File: src/rtl/i2c_master.sv
// i2c_master: I2C initiator running one 16-bit register write or read
// per request over a wired-AND SDA line; SCL divided down from CLK.
module i2c_master #(
    parameter logic [6:0] DEV_ADDR = 7'h50,
    parameter int         CLK_DIV  = 4
) (
    input  logic        CLK,
    input  logic        Reset,
    input  logic        start,
    input  logic        RNW,
    input  logic [7:0]  ADDR,
    input  logic [15:0] WR_DATA,
    output logic [15:0] RD_DATA,
    output logic        busy,
    output logic        done,
    output logic        ack_err,
    output logic        SCL,
    output logic        oSDA,
    input  logic        iSDA
);

    typedef enum logic [4:0] {
        IDLE, START, DEVW, ACK1, REG, ACK2,
        WHI, ACK3, WLO, ACK4,
        RSTART, DEVR, ACK3R, RHI, MACK, RLO, MNACK,
        STOP
    } state_t;

    localparam logic [7:0] DIV_LAST  = 8'(CLK_DIV - 1);
    localparam logic [7:0] DEVW_BYTE = {DEV_ADDR, 1'b0};
    localparam logic [7:0] DEVR_BYTE = {DEV_ADDR, 1'b1};

    state_t      state;
    state_t      nState;
    logic [1:0]  phase;
    logic [1:0]  nPhase;
    logic [7:0]  div;
    logic [7:0]  nDiv;
    logic [2:0]  bitCnt;
    logic [2:0]  nBit;
    logic        rnwQ;
    logic [7:0]  addrQ;
    logic [15:0] wrQ;
    logic [15:0] shiftQ;
    logic        ackIn;
    logic [7:0]  txByte;
    logic        nScl;
    logic        nSda;
    logic        phaseEnd;
    logic        slotEnd;
    logic        sampleNow;
    logic        accept;
    logic        isByte;
    logic        isAck;

    assign phaseEnd  = (div == DIV_LAST);
    assign slotEnd   = phaseEnd && (phase == 2'd3);
    assign sampleNow = phaseEnd && (phase == 2'd2);
    assign accept    = (state == IDLE) && start;

    assign isByte = (state == DEVW) || (state == REG) || (state == WHI) ||
                    (state == WLO) || (state == DEVR) || (state == RHI) ||
                    (state == RLO);
    assign isAck  = (state == ACK1) || (state == ACK2) || (state == ACK3) ||
                    (state == ACK4) || (state == ACK3R);

    // Slot sequencing; the 3-bit counter wraps 0->7 so no reload is needed.
    always_comb begin
        nState = state;
        nBit   = bitCnt;
        nDiv   = phaseEnd ? 8'd0 : div + 8'd1;
        nPhase = phaseEnd ? phase + 2'd1 : phase;
        if (state == IDLE) begin
            nDiv   = 8'd0;
            nPhase = 2'd0;
            if (start) nState = START;
        end else if (slotEnd) begin
            unique case (state)
                START:  nState = DEVW;
                DEVW:   if (bitCnt == 3'd0) nState = ACK1;
                REG:    if (bitCnt == 3'd0) nState = ACK2;
                WHI:    if (bitCnt == 3'd0) nState = ACK3;
                WLO:    if (bitCnt == 3'd0) nState = ACK4;
                DEVR:   if (bitCnt == 3'd0) nState = ACK3R;
                RHI:    if (bitCnt == 3'd0) nState = MACK;
                RLO:    if (bitCnt == 3'd0) nState = MNACK;
                ACK1:   nState = ackIn ? STOP : REG;
                ACK2:   nState = ackIn ? STOP : (rnwQ ? RSTART : WHI);
                ACK3:   nState = ackIn ? STOP : WLO;
                ACK4:   nState = STOP;
                ACK3R:  nState = ackIn ? STOP : RHI;
                RSTART: nState = DEVR;
                MACK:   nState = RLO;
                MNACK:  nState = STOP;
                STOP:   nState = IDLE;
                default: nState = IDLE;
            endcase
            if (isByte) nBit = bitCnt - 3'd1;
        end
    end

    // Line levels for the position being entered, so outputs are registered.
    always_comb begin
        txByte = 8'hFF;
        unique case (nState)
            DEVW:    txByte = DEVW_BYTE;
            REG:     txByte = addrQ;
            WHI:     txByte = wrQ[15:8];
            WLO:     txByte = wrQ[7:0];
            DEVR:    txByte = DEVR_BYTE;
            default: txByte = 8'hFF;
        endcase
        nScl = nPhase[1];
        nSda = 1'b1;
        unique case (nState)
            IDLE:   nScl = 1'b1;
            START: begin
                nScl = 1'b1;
                nSda = !nPhase[1];
            end
            RSTART: begin
                nScl = (nPhase != 2'd0);
                nSda = !nPhase[1];
            end
            STOP: begin
                nScl = (nPhase != 2'd0);
                nSda = nPhase[1];
            end
            MACK:   nSda = 1'b0;
            DEVW, REG, WHI, WLO, DEVR: nSda = txByte[nBit];
            default: nSda = 1'b1;
        endcase
    end

    always_ff @(posedge CLK) begin
        if (Reset) begin
            state   <= IDLE;
            phase   <= 2'd0;
            div     <= 8'd0;
            bitCnt  <= 3'd7;
            SCL     <= 1'b1;
            oSDA    <= 1'b1;
            busy    <= 1'b0;
            done    <= 1'b0;
            ack_err <= 1'b0;
            RD_DATA <= 16'd0;
            ackIn   <= 1'b1;
            shiftQ  <= 16'd0;
            rnwQ    <= 1'b0;
            addrQ   <= 8'd0;
            wrQ     <= 16'd0;
        end else begin
            state  <= nState;
            phase  <= nPhase;
            div    <= nDiv;
            bitCnt <= nBit;
            SCL    <= nScl;
            oSDA   <= nSda;
            busy   <= (nState != IDLE);
            done   <= (nState == STOP) && (nPhase == 2'd3) &&
                      (nDiv == DIV_LAST);
            if (accept) begin
                rnwQ    <= RNW;
                addrQ   <= ADDR;
                wrQ     <= WR_DATA;
                ack_err <= 1'b0;
            end
            if (sampleNow) ackIn <= iSDA;
            if (sampleNow && ((state == RHI) || (state == RLO)))
                shiftQ <= {shiftQ[14:0], iSDA};
            if (slotEnd && isAck && ackIn) ack_err <= 1'b1;
            if ((state == STOP) && rnwQ && !ack_err) RD_DATA <= shiftQ;
        end
    end

endmodule

File: config.mk
export PLATFORM = sky130hd
export DESIGN_NAME = i2c_master
export DESIGN_NICKNAME = d
export VERILOG_FILES = /design/src/rtl/i2c_master.sv
export SDC_FILE = /design/constraint.sdc
export NUM_CORES = 1
export LEC_CHECK = 0
export CORE_ASPECT_RATIO = 2
export CORE_MARGIN = 2
export CORE_UTILIZATION = 35
export CTS_BUF_LIST = sky130_fd_sc_hd__clkbuf_8
export CTS_CLUSTER_DIAMETER = 30
export CTS_CLUSTER_SIZE = 8
export DETAILED_ROUTE_END_ITERATION = 8
export GPL_ROUTABILITY_DRIVEN = 1
export PLACE_DENSITY = 0.57
export SLEW_MARGIN = 5
export SYNTH_ARGS = -nofsm -noshare
export SYNTH_HDL_FRONTEND = slang
export SYNTH_SLANG_ARGS = --single-unit
export TNS_END_PERCENT = 10
File: constraint.sdc
create_clock -name CLK -period 2.6 [get_ports CLK]
set_input_delay 0.52 -clock CLK [delete_from_list [all_inputs] [get_ports CLK]]
set_output_delay 0.52 -clock CLK [all_outputs]
set_load 0.005 [all_outputs]
Yosys cells after proc, flatten, opt, wreduce, memory -nomap -nowiden
Cells that the tools add are included.
{ "classes": {"n_addsub": 3, "n_lt_le_gt_ge": 1, "eq_ne": 31, "n_mux": 30, "n_reduce_logical": 34} }
{ "op_table": {"columns": ["op", "n"], "rows": [
  ["one-hot mux 5 bit (15 select lines)", 1],
  ["two-way mux 5 bit", 14],
  ["equality test 5 x 4 -> 1 bit, second input constant", 12],
  ["one-hot mux 8 bit (5 select lines)", 1],
  ["equality test 5 x 3 -> 1 bit, second input constant", 6],
  ["equality test 8 x 2 -> 1 bit, second input constant", 2],
  ["two-way mux 8 bit", 2],
  ["equality test 5 x 2 -> 1 bit, second input constant", 3],
  ["equality test 5 bit, second input constant", 3],
  ["logical OR 1 bit", 11],
  ["equality test 5 x 1 -> 1 bit, second input constant", 2],
  ["logical AND 1 bit", 10],
  ["zero test 5 bit", 2],
  ["two-way mux 3 bit", 3],
  ["adder 8 x 1 -> 8 bit, second input constant", 1],
  ["OR reduction 2 bit", 4],
  ["equality test 2 bit, second input constant", 3],
  ["nonzero test 5 bit", 1],
  ["OR reduction 5 bit", 1],
  ["less-than comparator 3 x 4 -> 1 bit, second input constant", 1],
  ["two-way mux 2 bit", 2],
  ["two-way mux 4 bit", 1],
  ["one-hot mux 1 bit (4 select lines)", 1],
  ["nonzero test 2 bit", 2],
  ["other kinds (7)", 10]
]} }
{ "word_totals": {"ff_bits": 81, "output_inout_bits": 21} }

Longest topological paths before layout
{ "logic_depth": {"depth_word": 13, "depth_mapped": 12, "depth_no_buf": 11} }

Worst setup path before layout
Ideal clock, no wire load.
{ "synth_timing": {"path_kind": "register -> register", "start": "reg state[0]", "end": "reg oSDA", "setup_ns": 0.079, "t_arrival_ns": 2.717, "required_time_ns": 2.521, "setup_slack_ns": -0.197, "stages_incl_launch_ff": 11, "cell_sequence": "dfxtp_1 -> buf_4 -> or4_4 -> xnor2_2 -> a211o_2 -> a21boi_4 -> nor4_4 -> a221oi_2 -> and3_1 -> o32a_1 -> a22oi_1"} }
{ "synth_between": {"elab_chain_cells": 13} }
{ "synth_rtl": {"columns": ["element", "line_no", "text"], "rows": [
  ["from (decl)", "33", "state_t state;"],
  ["from (signal assigned)", "153", "state <= nState;"],
  ["parallel branches: the longest is 12 deep, another holds one-hot mux 5 bit (15 select lines)", null, null],
  ["one-hot mux 1 bit (4 select lines) *", "115", "unique case (nState)"],
  ["to (signal assigned)", "158", "oSDA <= nSda;"],
  ["to (decl)", "18", "output logic oSDA,"]
]} }
Every way passes the cells marked *. The select of a mux whose other input is x is not followed.
A chain may end at the register's enable or synchronous reset.

Worst setup path after layout
{ "layout_timing": {"start": "reg state[3]", "end": "reg oSDA"} }
The elaborated chain is that of the path after synthesis.

==> results.yml <==
setup_path:
  crit_type: "register to register"
  worstSetupEndpointType: "register"
  arrival_ps: 3120
  crit_path_start_kind: "register"
  worstPathRequired_ps: 2850
  reg2reg_from: "state[3]"
  critPathMaxFanout: 8
  critPathLaunch: "state[3]"
placed_design:
  dp_hpwl_um: 9600
  gp_congestion: 0.955
  post-place-cells: 733
  post-place-ws_ps: -472
  io_buffer_count: 49
sta:
  fmax_mhz: 348
  setup_viol: 3
  tightest_slew_ps: 756
  rsz0062_at_grt: "true"
  fin_crit_ps: 2880
  fin_crit_sh_pct: 111
  skew_ps: 14.3
  hold_ws_ps: 460
  fin_ws_ps: -276
  drv_slew: 0
  slew_headroom_pct: 49.6
  hold_viol: 0
yosys:
  async_reset_ff_share_pct: 0
  syn_avg_cell_area_um2: 8.92
  yosysWarnings: 0
  yosysMostFrequentCell: "dfxtp_1"
  synth_area_mm2: 0.00427
  synth_largest_area_cell: "dfxtp_1"
  ys_ff_latch: 81
  synth_top_area_share_pct: 38.0
  ys_seq_area_share_pct: 38.0
  syn_nets: 513
  synthTopCellsByCount: "81 x dfxtp_1, 66 x nor2_1, 61 x nand2_1"
  synth_flop_cell: "dfxtp_1"
  synth_cell_types: 86
  postSynthCellCount: 479
  synth_area_leaders: "dfxtp_1 38%, mux2i_1 7.7%, nor2_1 5.8%, nand2_1 5.4%, a21oi_1 4.1%"
  synth-edff-count: 0
drt:
  vias_per_cell: 5.15
  ant_nets: 0
  drc: 0
  first_pass_iters: 4
  vias: 3862
  drt_iter0_drc: 167
  wl_per_cell_um: 16.5
  wl_um: 12400
finish:
  syn2layout_area_growth_pct: 34.3
  instances_no_fill: 750
  diodes: 0
  drive_above_1_share_pct: 27.5
  fin_nets: 632
floorplanning:
  fp.dieW_um: 82.1
  die_h_um: 160
  core_area_mm2: 0.0121
  pin_count: 50
  placement_rows: 57
  start_util_pct: 35.4
  die-area_mm2: 0.0132
clock_network:
  clk_latency_ps: 370
  cts-root-buf: "clkbuf_8"
  ctsHoldBuffers: 0
  cts_setup_buffers: 0
  cts-buffers-inserted: 9
  cts_max_level: 3
  cts.path.max_buffers: 2
  cts.sink_count: 81
  path_clk_slew_ps: 90
  cts_tree: "done"
worst_hold_path:
  holdCritStartpoint: "wrQ[12]"
  hold_class: "register to register"
run_status:
  failed_checks: "negative setup slack"
  outcome: "finished with violations"
grt:
  grt_max_degree: 76
  antenna_found_initial: 0
  grt_pass1_vias: 3957
  grt-ovfl-total: 0
  grt_pass1_wl_um: 19600
  grt_use_total_pct: 19.7
power:
  ir_worst_vdd_mv: 0.466
  power_density_mw_per_mm2: 429
  p_leak_nw: 2.28
job:
  drv_cap: 0
==> where the power goes <==
| group | leakage [nW] | total (mW) | switching (mW) | internal, mW |
|---|---|---|---|---|
| sequential | 0.659 | 1.29 | 0.0205 | 1.27 |
| combinational | 1.52 | 0.212 | 0.107 | 0.105 |
| clock | 0.103 | 0.959 | 0.505 | 0.454 |
| total | 2.28 | 2.46 | 0.632 | 1.83 |
==> flip-flops by register name, indices dropped and copies added (netlist names) <==
| signal | count |
|---|---|
| RD_DATA | 16 |
| SCL | 1 |
| ackIn | 1 |
| ack_err | 1 |
| addrQ | 8 |
| bitCnt | 3 |
| busy | 1 |
| div | 8 |
| done | 1 |
| oSDA | 1 |
| phase | 2 |
| rnwQ | 1 |
| shiftQ | 16 |
| state | 5 |
| wrQ | 16 |
==> placed cells by master (no fill, tap or decap), drive strengths merged, types with 3 or more instances in the layout <==
master         synthesis  routed
and3b                  4       4
a22oi                  4       4
nand2                 62      62
nand2b                 6       6
dfxtp                 81      81
mux2                   3       3
nand3                 11      11
nand4                  4       4
xnor2                 10      10
and4b                  3       3
a21boi                 3       3
a21oi                 35      35
clkdlybuf4s50          0      48
a31oi                  5       5
ha                     5       5
inv                    7      10
nor3                   7       7
xor2                   5       5
clkbuf                19       9
a221oi                 4       4
a221o                  3       3
nor2b                  4       4
a211oi                 7       7
mux2i                 34      34
o21ai                  8       8
a211o                  3       3
nand3b                 4       4
nor3b                  4       4
buf                   14      92
nor4b                  4       5
and3                   3       3
nor4bb                 3       3
and2                   7       7
nor4                   3       3
nor2                  67      67
==> worst max-delay path, stage by stage, from the launching register on <==
cell,delay (ps)
dfxtp_2,340
buf_4,160
buf_4,160
or4_4,440
xnor2_2,170
a211o_2,290
o21ai_2,140
nor4b_4,110
a22o_2,260
or4_1,410
a22oi_2,170
a22oi_1,80
==> cells by family (layout without fill, tap and decap cells) <==
family	after synthesis	count (layout)	synth area share (%)
DFF	81	81	38.0
AOI/OAI and AO/OA	94	94	16.3
buffers and inverters	40	163	5.89
muxes	37	37	9.05
adders and majority gates	5	5	1.46
xor gates and xnor gates	15	15	3.25
and+or+nand+nor	207	208	26.0
==> layer usage <==
| layer | track usage [%] | wire length [µm] | vias up |
|---|---|---|---|
| met4 | 12.0 | 636 | 0 |
| met2 | 36.6 | 7010 | 83 |
| met3 | 2.32 | 267 | 37 |
| li1 | - | - | 1932 |
| met1 | 19.8 | 4440 | 1810 |
| met5 | 0 | 0 | - |
==> layout make-up <==
type / instances / area, µm²
inverters: 7 / 26.3
flip-flops and latches: 81 / 1630
clock inverters: 7 / 78.8
multi-input cells: 359 / 2510
clock buffers: 9 / 124
fillers: 1179 / 6320
repair buffers: 140 / 1180
well taps: 147 / 184
==> repair_timing <==
item,in CTS,in global routing
pin swaps,2,1
resized for setup,17,2
cloned,1,0
endpoints found under the setup margin,3,4
hold endpoints to repair,0,0
==> final timing paths <==
path              cells after the start       to  slack, ps
hold / removal                        2  wrQ[12]        460
hold reg to reg                       2  wrQ[12]        460
setup reg to reg                     11     oSDA       -280
setup / recovery                     11     oSDA       -280
==> through the flow <==
stage	util, %	setup TNS, ps	power (mW)	cell area (µm²)
3_5_place_dp	45.2	-933	1.53	5450
3_3_place_gp	45.2	-807	1.52	5450
2_1_floorplan	-	-5.21	1.43	4300
5_1_grt	47.6	-937	2.57	5730
4_1_cts	47.5	-568	2.50	5720
6_report	47.6	-579	2.46	5730
Power figures use the tool's default switching activity.
